[config.mk]
export PLATFORM = sky130hd
export DESIGN_NAME = spi_controller
export DESIGN_NICKNAME = d
export VERILOG_FILES = /design/src/rtl/spi_controller.sv
export SDC_FILE = /design/constraint.sdc
export NUM_CORES = 1
export LEC_CHECK = 0
export ABC_AREA = 1
export CORE_ASPECT_RATIO = 1.75
export CORE_UTILIZATION = 30
export DETAILED_ROUTE_END_ITERATION = 7
export SYNTH_ARGS = -nofsm -noshare
export SYNTH_HDL_FRONTEND = slang
export SYNTH_SLANG_ARGS = --single-unit
[constraint.sdc]
create_clock -name clk -period 1.5 [get_ports clk]
set_clock_uncertainty 0.05 [all_clocks]
set_input_delay 0.225 -clock clk [delete_from_list [all_inputs] [get_ports clk]]
set_output_delay 0.225 -clock clk [all_outputs]
set_load 0.05 [all_outputs]
[src/rtl/spi_controller.sv]
// spi_controller: SPI mode-0 initiator for 16-bit {rw, addr[6:0], data[7:0]} frames, MSB first.
// Programmable SCLK half-period and inter-frame nCS gap; CIPO is captured on each SCLK fall.
`default_nettype none

module spi_controller #(
  parameter int CLK_DIV = 4,
  parameter int CS_GAP  = 4
) (
  input  logic       clk,
  input  logic       rst_n,
  input  logic       cmd_valid,
  output logic       cmd_ready,
  input  logic       cmd_rw,
  input  logic [6:0] cmd_addr,
  input  logic [7:0] cmd_data,
  output logic       rsp_valid,
  output logic [7:0] rsp_data,
  output logic       busy,
  output logic       SCLK,
  output logic       nCS,
  output logic       COPI,
  input  logic       CIPO
);

  typedef enum logic [2:0] {
    IDLE  = 3'd0,
    SETUP = 3'd1,
    HIGH  = 3'd2,
    LOW   = 3'd3,
    GAP   = 3'd4
  } state_t;

  state_t      state_q, state_d;
  logic [15:0] cnt_q, cnt_d;
  logic [4:0]  bits_q, bits_d;
  logic [15:0] shift_q, shift_d;
  logic [7:0]  cap_q, cap_d;
  logic [1:0]  sync_q;
  logic        sclk_q, sclk_d;
  logic        ncs_q, ncs_d;
  logic        ready_q, ready_d;
  logic        busy_q, busy_d;
  logic        rsp_valid_q, rsp_valid_d;
  logic [7:0]  rsp_data_q, rsp_data_d;
  logic        phase_done;

  assign phase_done = (cnt_q == 16'(CLK_DIV - 1));

  always_comb begin
    state_d     = state_q;
    cnt_d       = cnt_q + 16'd1;
    bits_d      = bits_q;
    shift_d     = shift_q;
    cap_d       = cap_q;
    rsp_valid_d = 1'b0;
    rsp_data_d  = rsp_data_q;

    case (state_q)
      IDLE: begin
        cnt_d = '0;
        if (cmd_valid) begin
          state_d = SETUP;
          shift_d = {cmd_rw, cmd_addr, cmd_data};
          bits_d  = '0;
        end
      end
      SETUP: begin
        if (phase_done) begin
          state_d = HIGH;
          cnt_d   = '0;
        end
      end
      HIGH: begin
        if (phase_done) begin
          // Falling edge: advance COPI (zero fill leaves COPI low after bit 0) and sample CIPO.
          state_d = LOW;
          cnt_d   = '0;
          bits_d  = bits_q + 5'd1;
          shift_d = {shift_q[14:0], 1'b0};
          cap_d   = {cap_q[6:0], sync_q[1]};
        end
      end
      LOW: begin
        if (phase_done) begin
          cnt_d = '0;
          if (bits_q == 5'd16) begin
            state_d     = GAP;
            rsp_valid_d = 1'b1;
            rsp_data_d  = cap_q;
          end else begin
            state_d = HIGH;
          end
        end
      end
      GAP: begin
        // cmd_ready is registered one cycle ahead of the next accept, so leaving
        // GAP after CS_GAP-1 cycles keeps nCS high exactly CS_GAP cycles back-to-back.
        if (cnt_q == 16'(CS_GAP - 2)) begin
          state_d = IDLE;
          cnt_d   = '0;
        end
      end
      default: state_d = IDLE;
    endcase

    sclk_d  = (state_d == HIGH);
    ncs_d   = (state_d == IDLE) || (state_d == GAP);
    ready_d = (state_d == IDLE);
    busy_d  = (state_d != IDLE);
  end

  always_ff @(posedge clk or negedge rst_n) begin
    if (!rst_n) begin
      state_q     <= IDLE;
      cnt_q       <= '0;
      bits_q      <= '0;
      shift_q     <= '0;
      cap_q       <= '0;
      sync_q      <= '0;
      sclk_q      <= 1'b0;
      ncs_q       <= 1'b1;
      ready_q     <= 1'b1;
      busy_q      <= 1'b0;
      rsp_valid_q <= 1'b0;
      rsp_data_q  <= '0;
    end else begin
      state_q     <= state_d;
      cnt_q       <= cnt_d;
      bits_q      <= bits_d;
      shift_q     <= shift_d;
      cap_q       <= cap_d;
      sync_q      <= {sync_q[0], CIPO};
      sclk_q      <= sclk_d;
      ncs_q       <= ncs_d;
      ready_q     <= ready_d;
      busy_q      <= busy_d;
      rsp_valid_q <= rsp_valid_d;
      rsp_data_q  <= rsp_data_d;
    end
  end

  assign cmd_ready = ready_q;
  assign busy      = busy_q;
  assign SCLK      = sclk_q;
  assign nCS       = ncs_q;
  assign COPI      = shift_q[15];
  assign rsp_valid = rsp_valid_q;
  assign rsp_data  = rsp_data_q;

endmodule

`default_nettype wire

Word level (Yosys, flattened, before mapping)
Cells that the tools add are included.
- output and inout bits: 14
- memories kept: 0
- bits in latches: 0
- ROM bits: 0
- memory bits (writable): 0
- input bits: 20
- bits in registers: 63
- multipliers: 0
- $lt $le $gt $ge: 0
- div/mod/pow operators: 0
- bitwise operators: 0
- muxes and demuxes: 19
- shifts and indexed selects: 0
- equal/unequal tests: 11
- add/subtract/negate cells: 2
- reductions and logical operators: 9
- operator list (operator ; count):
    16-bit two-way mux ; 4
    16-bit case mux with 3 select lines ; 1
    16-bit by 2-bit equality test with 1-bit output, second input constant ; 2
    16-bit case mux with 2 select lines ; 1
    3-bit two-way mux ; 6
    16-bit by 1-bit adder with 16-bit output, second input constant ; 1
    3-bit case mux with 5 select lines ; 1
    5-bit two-way mux ; 2
    5-bit case mux with 2 select lines ; 1
    3-bit by 2-bit equality test with 1-bit output, second input constant ; 3
    3-bit equality test, second input constant ; 2
    3-bit zero test ; 2
    3-bit AND reduction ; 2
    5-bit by 1-bit adder with 5-bit output, second input constant ; 1
    5-bit equality test, second input constant ; 1
    2-bit inequality test, second input constant ; 2
    3-bit by 1-bit equality test with 1-bit output, second input constant ; 1
    1-bit two-way mux ; 3
    3-bit nonzero test ; 1
    3-bit OR reduction ; 1
    2-bit AND reduction ; 1
    2-bit nonzero test ; 1
    1-bit logical OR ; 1

Logic depth before layout (Yosys ltp)
- depth in word-level cells: 6
- mapped depth: 10

Least setup slack after synthesis
Ideal clock, no wire load.
- path kind: register to register
- start: register cnt_q[0]
- end: register shift_q[10]
- required time: 1.320 ns
- buffers on the path: 1
- cell stages (with the launch flop): 8
- data arrival time: 1.350 ns
- slack: -0.030 ns
- cell sequence: dfrtp_1 -> ha_1 -> nand2_1 -> nor2_4 -> nand3_2 -> nand2_4 -> buf_2 -> a31oi_1
- word-level cells in the longest chain between the ends: 3
- RTL lines (item ; line ; text):
    start: declaration ; 34 ; logic [15:0] cnt_q, cnt_d;
    start signal: assignment ; 128 ; cnt_q <= cnt_d;
    16-bit by 2-bit equality test with 1-bit output ; 47 ; assign phase_done = (cnt_q == 16'(CLK_DIV - 1));
    2-bit inequality test (no line) ; - ;
    3-bit AND reduction (no line) ; - ;
    end signal: assignment ; 130 ; shift_q <= shift_d;
    end: declaration ; 36 ; logic [15:0] shift_q, shift_d;
No other way between the ends.
A chain may end at the register's enable or synchronous reset.

Worst setup path after layout
- start: register cnt_q[1]
- end: register cap_q[2]
- word-level cells in the longest chain between the ends: 2
- RTL lines (item ; line ; text):
    16-bit by 2-bit equality test with 1-bit output ; 47 ;
    2-bit AND reduction (no line) ; - ;
    end signal: assignment ; 131 ; cap_q <= cap_d;
    end: declaration ; 37 ; logic [7:0] cap_q, cap_d;
No other way between the ends.

==> run_results.csv <==
group,metric,value,unit
grt,grt_max_degree,64,
power_and_ir_drop,irDropWorstVdd,549,uV
synth,yosysTopAreaCell,"dfrtp_1",
setup_path,required,1.65,ns
clocking,numCtsBuffers,9,
synth,synth_ff_type,"dfrtp_1",
cells_and_area,final_util,0.486,
placement,place_area,0.00379,mm^2
sta,fin_crit_sh,1.05,
cells_and_area,drive_gt1_frac,0.317,
sta,finalSetupViolCount,36,
run_status,violations,"setup timing",
clocking,cts_tree,"built",
setup_path,critical_path.max_fanout,10,
route,m1WireLength,2.66,mm
synth,avgSynthCellArea,8.68,um^2
floorplanning,start_util,0.314,
route,finalWirelength,6.83,mm
setup_path,worstPathArrival,1.73,ns
setup_path,timing.rr.end,"cap_q[2]$_DFFE_PN0P_",
floorplanning,dieArea,0.00999,mm^2
route,highest_layer,"met4",
floorplanning,num_io_pins,34,
sta,min_period,1.57,ns
clocking,cts.reportedPaths.clkPinSlew,0.05,ns
setup_path,crit_path_end_kind,"register",
sta,worst_pin_slew,0.351,ns
setup_path,crit_type,"register to register",
synth,synth_cell_types,25,
synth,synth_edf_count,0,
synth,synthArstFlopShare,1.00,
hold_path,min_path_cells,1,
route,via_per_inst,4.64,
hold_path,hp-class,"input pin to register",
setup_path,reg2reg_depth,8,
clocking,cts_max_level,3,
hold_path,hold_end,"sync_q[0]$_DFF_PN0_",
synth,syn_area,0.00287,mm^2
cells_and_area,instances_no_fill,537,
grt,grt_util_all_layers,0.145,
synth,ys_seq_elements,63,
cells_and_area,num_antenna_cells,0,
route,route.met2.wl,3.84,mm
clocking,cts_sinks,63,
setup_path,rrSetupSlack,-0.07,ns
route,detail_route.iter0.violations,85,
sta,fmax,0.636,GHz
synth,netlist.area_leader.share,0.531,
synth,synth_commonest_cells,"nand2_1, dfrtp_1, nor2_1",
placement,gp_congestion,0.854,
floorplanning,rows,46,
setup_path,r2r-start,"cnt_q[1]$_DFF_PN0_",
synth,synth_most_common_cell,"nand2_1",
grt,grt-ovfl-total,0,
route,drtPass1Iterations,4,
power_and_ir_drop,total_power,4080,uW
sta,slew_headroom,0.766,
synth,yosys_warnings,0,
placement,io_buffers,33,
route,drtAntennaViolNets,0,
clocking,cts_max_path_buffers,2,
grt,antenna_found_initial,0,
sta,fin_ws,-0.0732,ns
grt,first_global_vias,2491,
route,met3_length,148,um
cells_and_area,area_delta_synth_final,54.8,%
floorplanning,die_h,131,um
power_and_ir_drop,power.density,918,mW/mm^2
clocking,cts_root_buffer,"clkbuf_16",
sta,finalHoldViolations,0,
route,drc,0,
placement,numPlacedInstances,513,
route,routedWlPerCell,12.7,um
sta,slew_violations,0,
clocking,clock_latency,0.33,ns
synth,synth.area.top_cells,"dfrtp_1, nand2_1, nor2_1, a31oi_1, nand3_1",
power_and_ir_drop,p_leak,0.00200,uW
setup_path,crit_path_start_kind,"register",
floorplanning,core_area,0.00915,mm^2
hold_path,min-delay-start,"CIPO",
cells_and_area,fillers,823,
synth,syn_nets,355,
flow_run,cap_violations,0,
cells_and_area,regArea,0.00158,mm^2
synth,synth-seq-area-share,0.550,
cells_and_area,multi_input_area,0.00134,mm^2
grt,grt_pass1_wl,11.3,mm
floorplanning,die_x,76.0,um
synth,synthCells,331,
cells_and_area,final_nets,436,
placement,dpl.hpwl,4.63,mm
route,dr_total_vias,2490,
run_status,status,"complete, but fails checks",
sta,grt_setup_unrepaired,"yes",
cells_and_area,design_area,0.00445,mm^2
==> report_power, final <==
group          switching, uW  internal, uW  total, uW
Sequential              4.41          1710       1720
Combinational           57.2          58.4        116
Clock                    708          1540       2250
==> worst max-delay path, cell delays in order, from the launching register on <==
cell and delay (ns):
dfrtp_1 0.35, ha_2 0.20, nand2_2 0.07, nor2_4 0.19
nand3_4 0.15, buf_4 0.17, clkbuf_16 0.15, nand2_1 0.05
o21ai_0 0.07
==> layout make-up <==
class                      count  area share
sequential                    63       0.355
clock buffer                  13      0.0585
timing repair buffer          80       0.215
tap                          120      0.0338
inverter                      25      0.0222
multi-input combinational    233       0.300
clock inverter                 3      0.0146
==> layout by cell type, fill, tap and decap left out, drive strengths merged <==
cell type and instances:
nor3 4, xor2 10, a31oi 18, inv 24, clkbuf 16, dfstp 2, buf 58, bufinv 2
nor2 49, xnor2 3, o21ai 18, nand3 21, nand4 1, a211oi 1, dlygate4sd3 1, clkinv 2
dfrtp 61, a21oi 16, clkdlybuf4s50 18, nand2 88, ha 4
==> cells by family (layout without fill, tap and decap cells) <==
| logic type | Yosys count | count (layout) | share of synthesized area |
|---|---|---|---|
| simple gates | 163 | 163 | 0.240 |
| flops | 63 | 63 | 0.550 |
| compound gates | 53 | 53 | 0.101 |
| buf+inv | 35 | 121 | 0.0518 |
| xor+xnor | 13 | 13 | 0.0396 |
| fa+ha+maj | 4 | 4 | 0.0174 |
==> how the worst max path moves through the flow <==
stage | startpoint | end | slack (ns) | cells past startpoint
3_5_place_dp | cnt_q[9]$_DFF_PN0_ | SCLK$_DFF_PN0_ | -0.08 | 10
4_1_cts | cnt_q[8]$_DFF_PN0_ | bits_q[3]$_DFFE_PN0P_ | -0.05 | 9
6_report | cnt_q[1]$_DFF_PN0_ | cap_q[2]$_DFFE_PN0P_ | -0.07 | 8
3_3_place_gp | cnt_q[9]$_DFF_PN0_ | busy$_DFF_PN0_ | -0.06 | 9
5_1_grt | cnt_q[0]$_DFF_PN0_ | cmd_ready$_DFF_PN1_ | -0.16 | 11
2_1_floorplan | cnt_q[0]$_DFF_PN0_ | shift_q[15]$_DFFE_PN0P_ | 0.006 | 8
==> repair_timing <==
action | CTS | global route
setup endpoints to repair | 31 | 48
gates resized for setup | 15 | 59
cloned | 0 | 3
pin swaps | 6 | 16
hold buffers | 1 | 0
endpoints found under the hold margin | 61 | 0
buffers inserted | 2 | 2
==> layer usage <==
layer | track usage | up-vias
met4 | 0.0812 | 0
met3 | 0.0319 | 14
met2 | 0.267 | 36
met1 | 0.148 | 1202
met5 | 0 | -
li1 | - | 1238
==> registers in the layout (all words and copies together) (netlist names) <==
register	cells
cmd_ready	1
SCLK	1
nCS	1
rsp_data	8
sync_q	2
cap_q	8
bits_q	5
rsp_valid	1
cnt_q	16
shift_q	16
busy	1
state_q	3
==> through the flow <==
step	TNS, ns	hold WS, ns	setup WS, ns
floorplan	0	-0.121	0.00559
global placement	-0.191	0.218	-0.0595
detailed placement	-0.675	0.219	-0.0828
CTS	-0.403	0.286	-0.0549
global route	-5.05	0.313	-0.158
finish	-1.51	0.290	-0.0732
No activity file was read; power rests on OpenSTA's default activity.
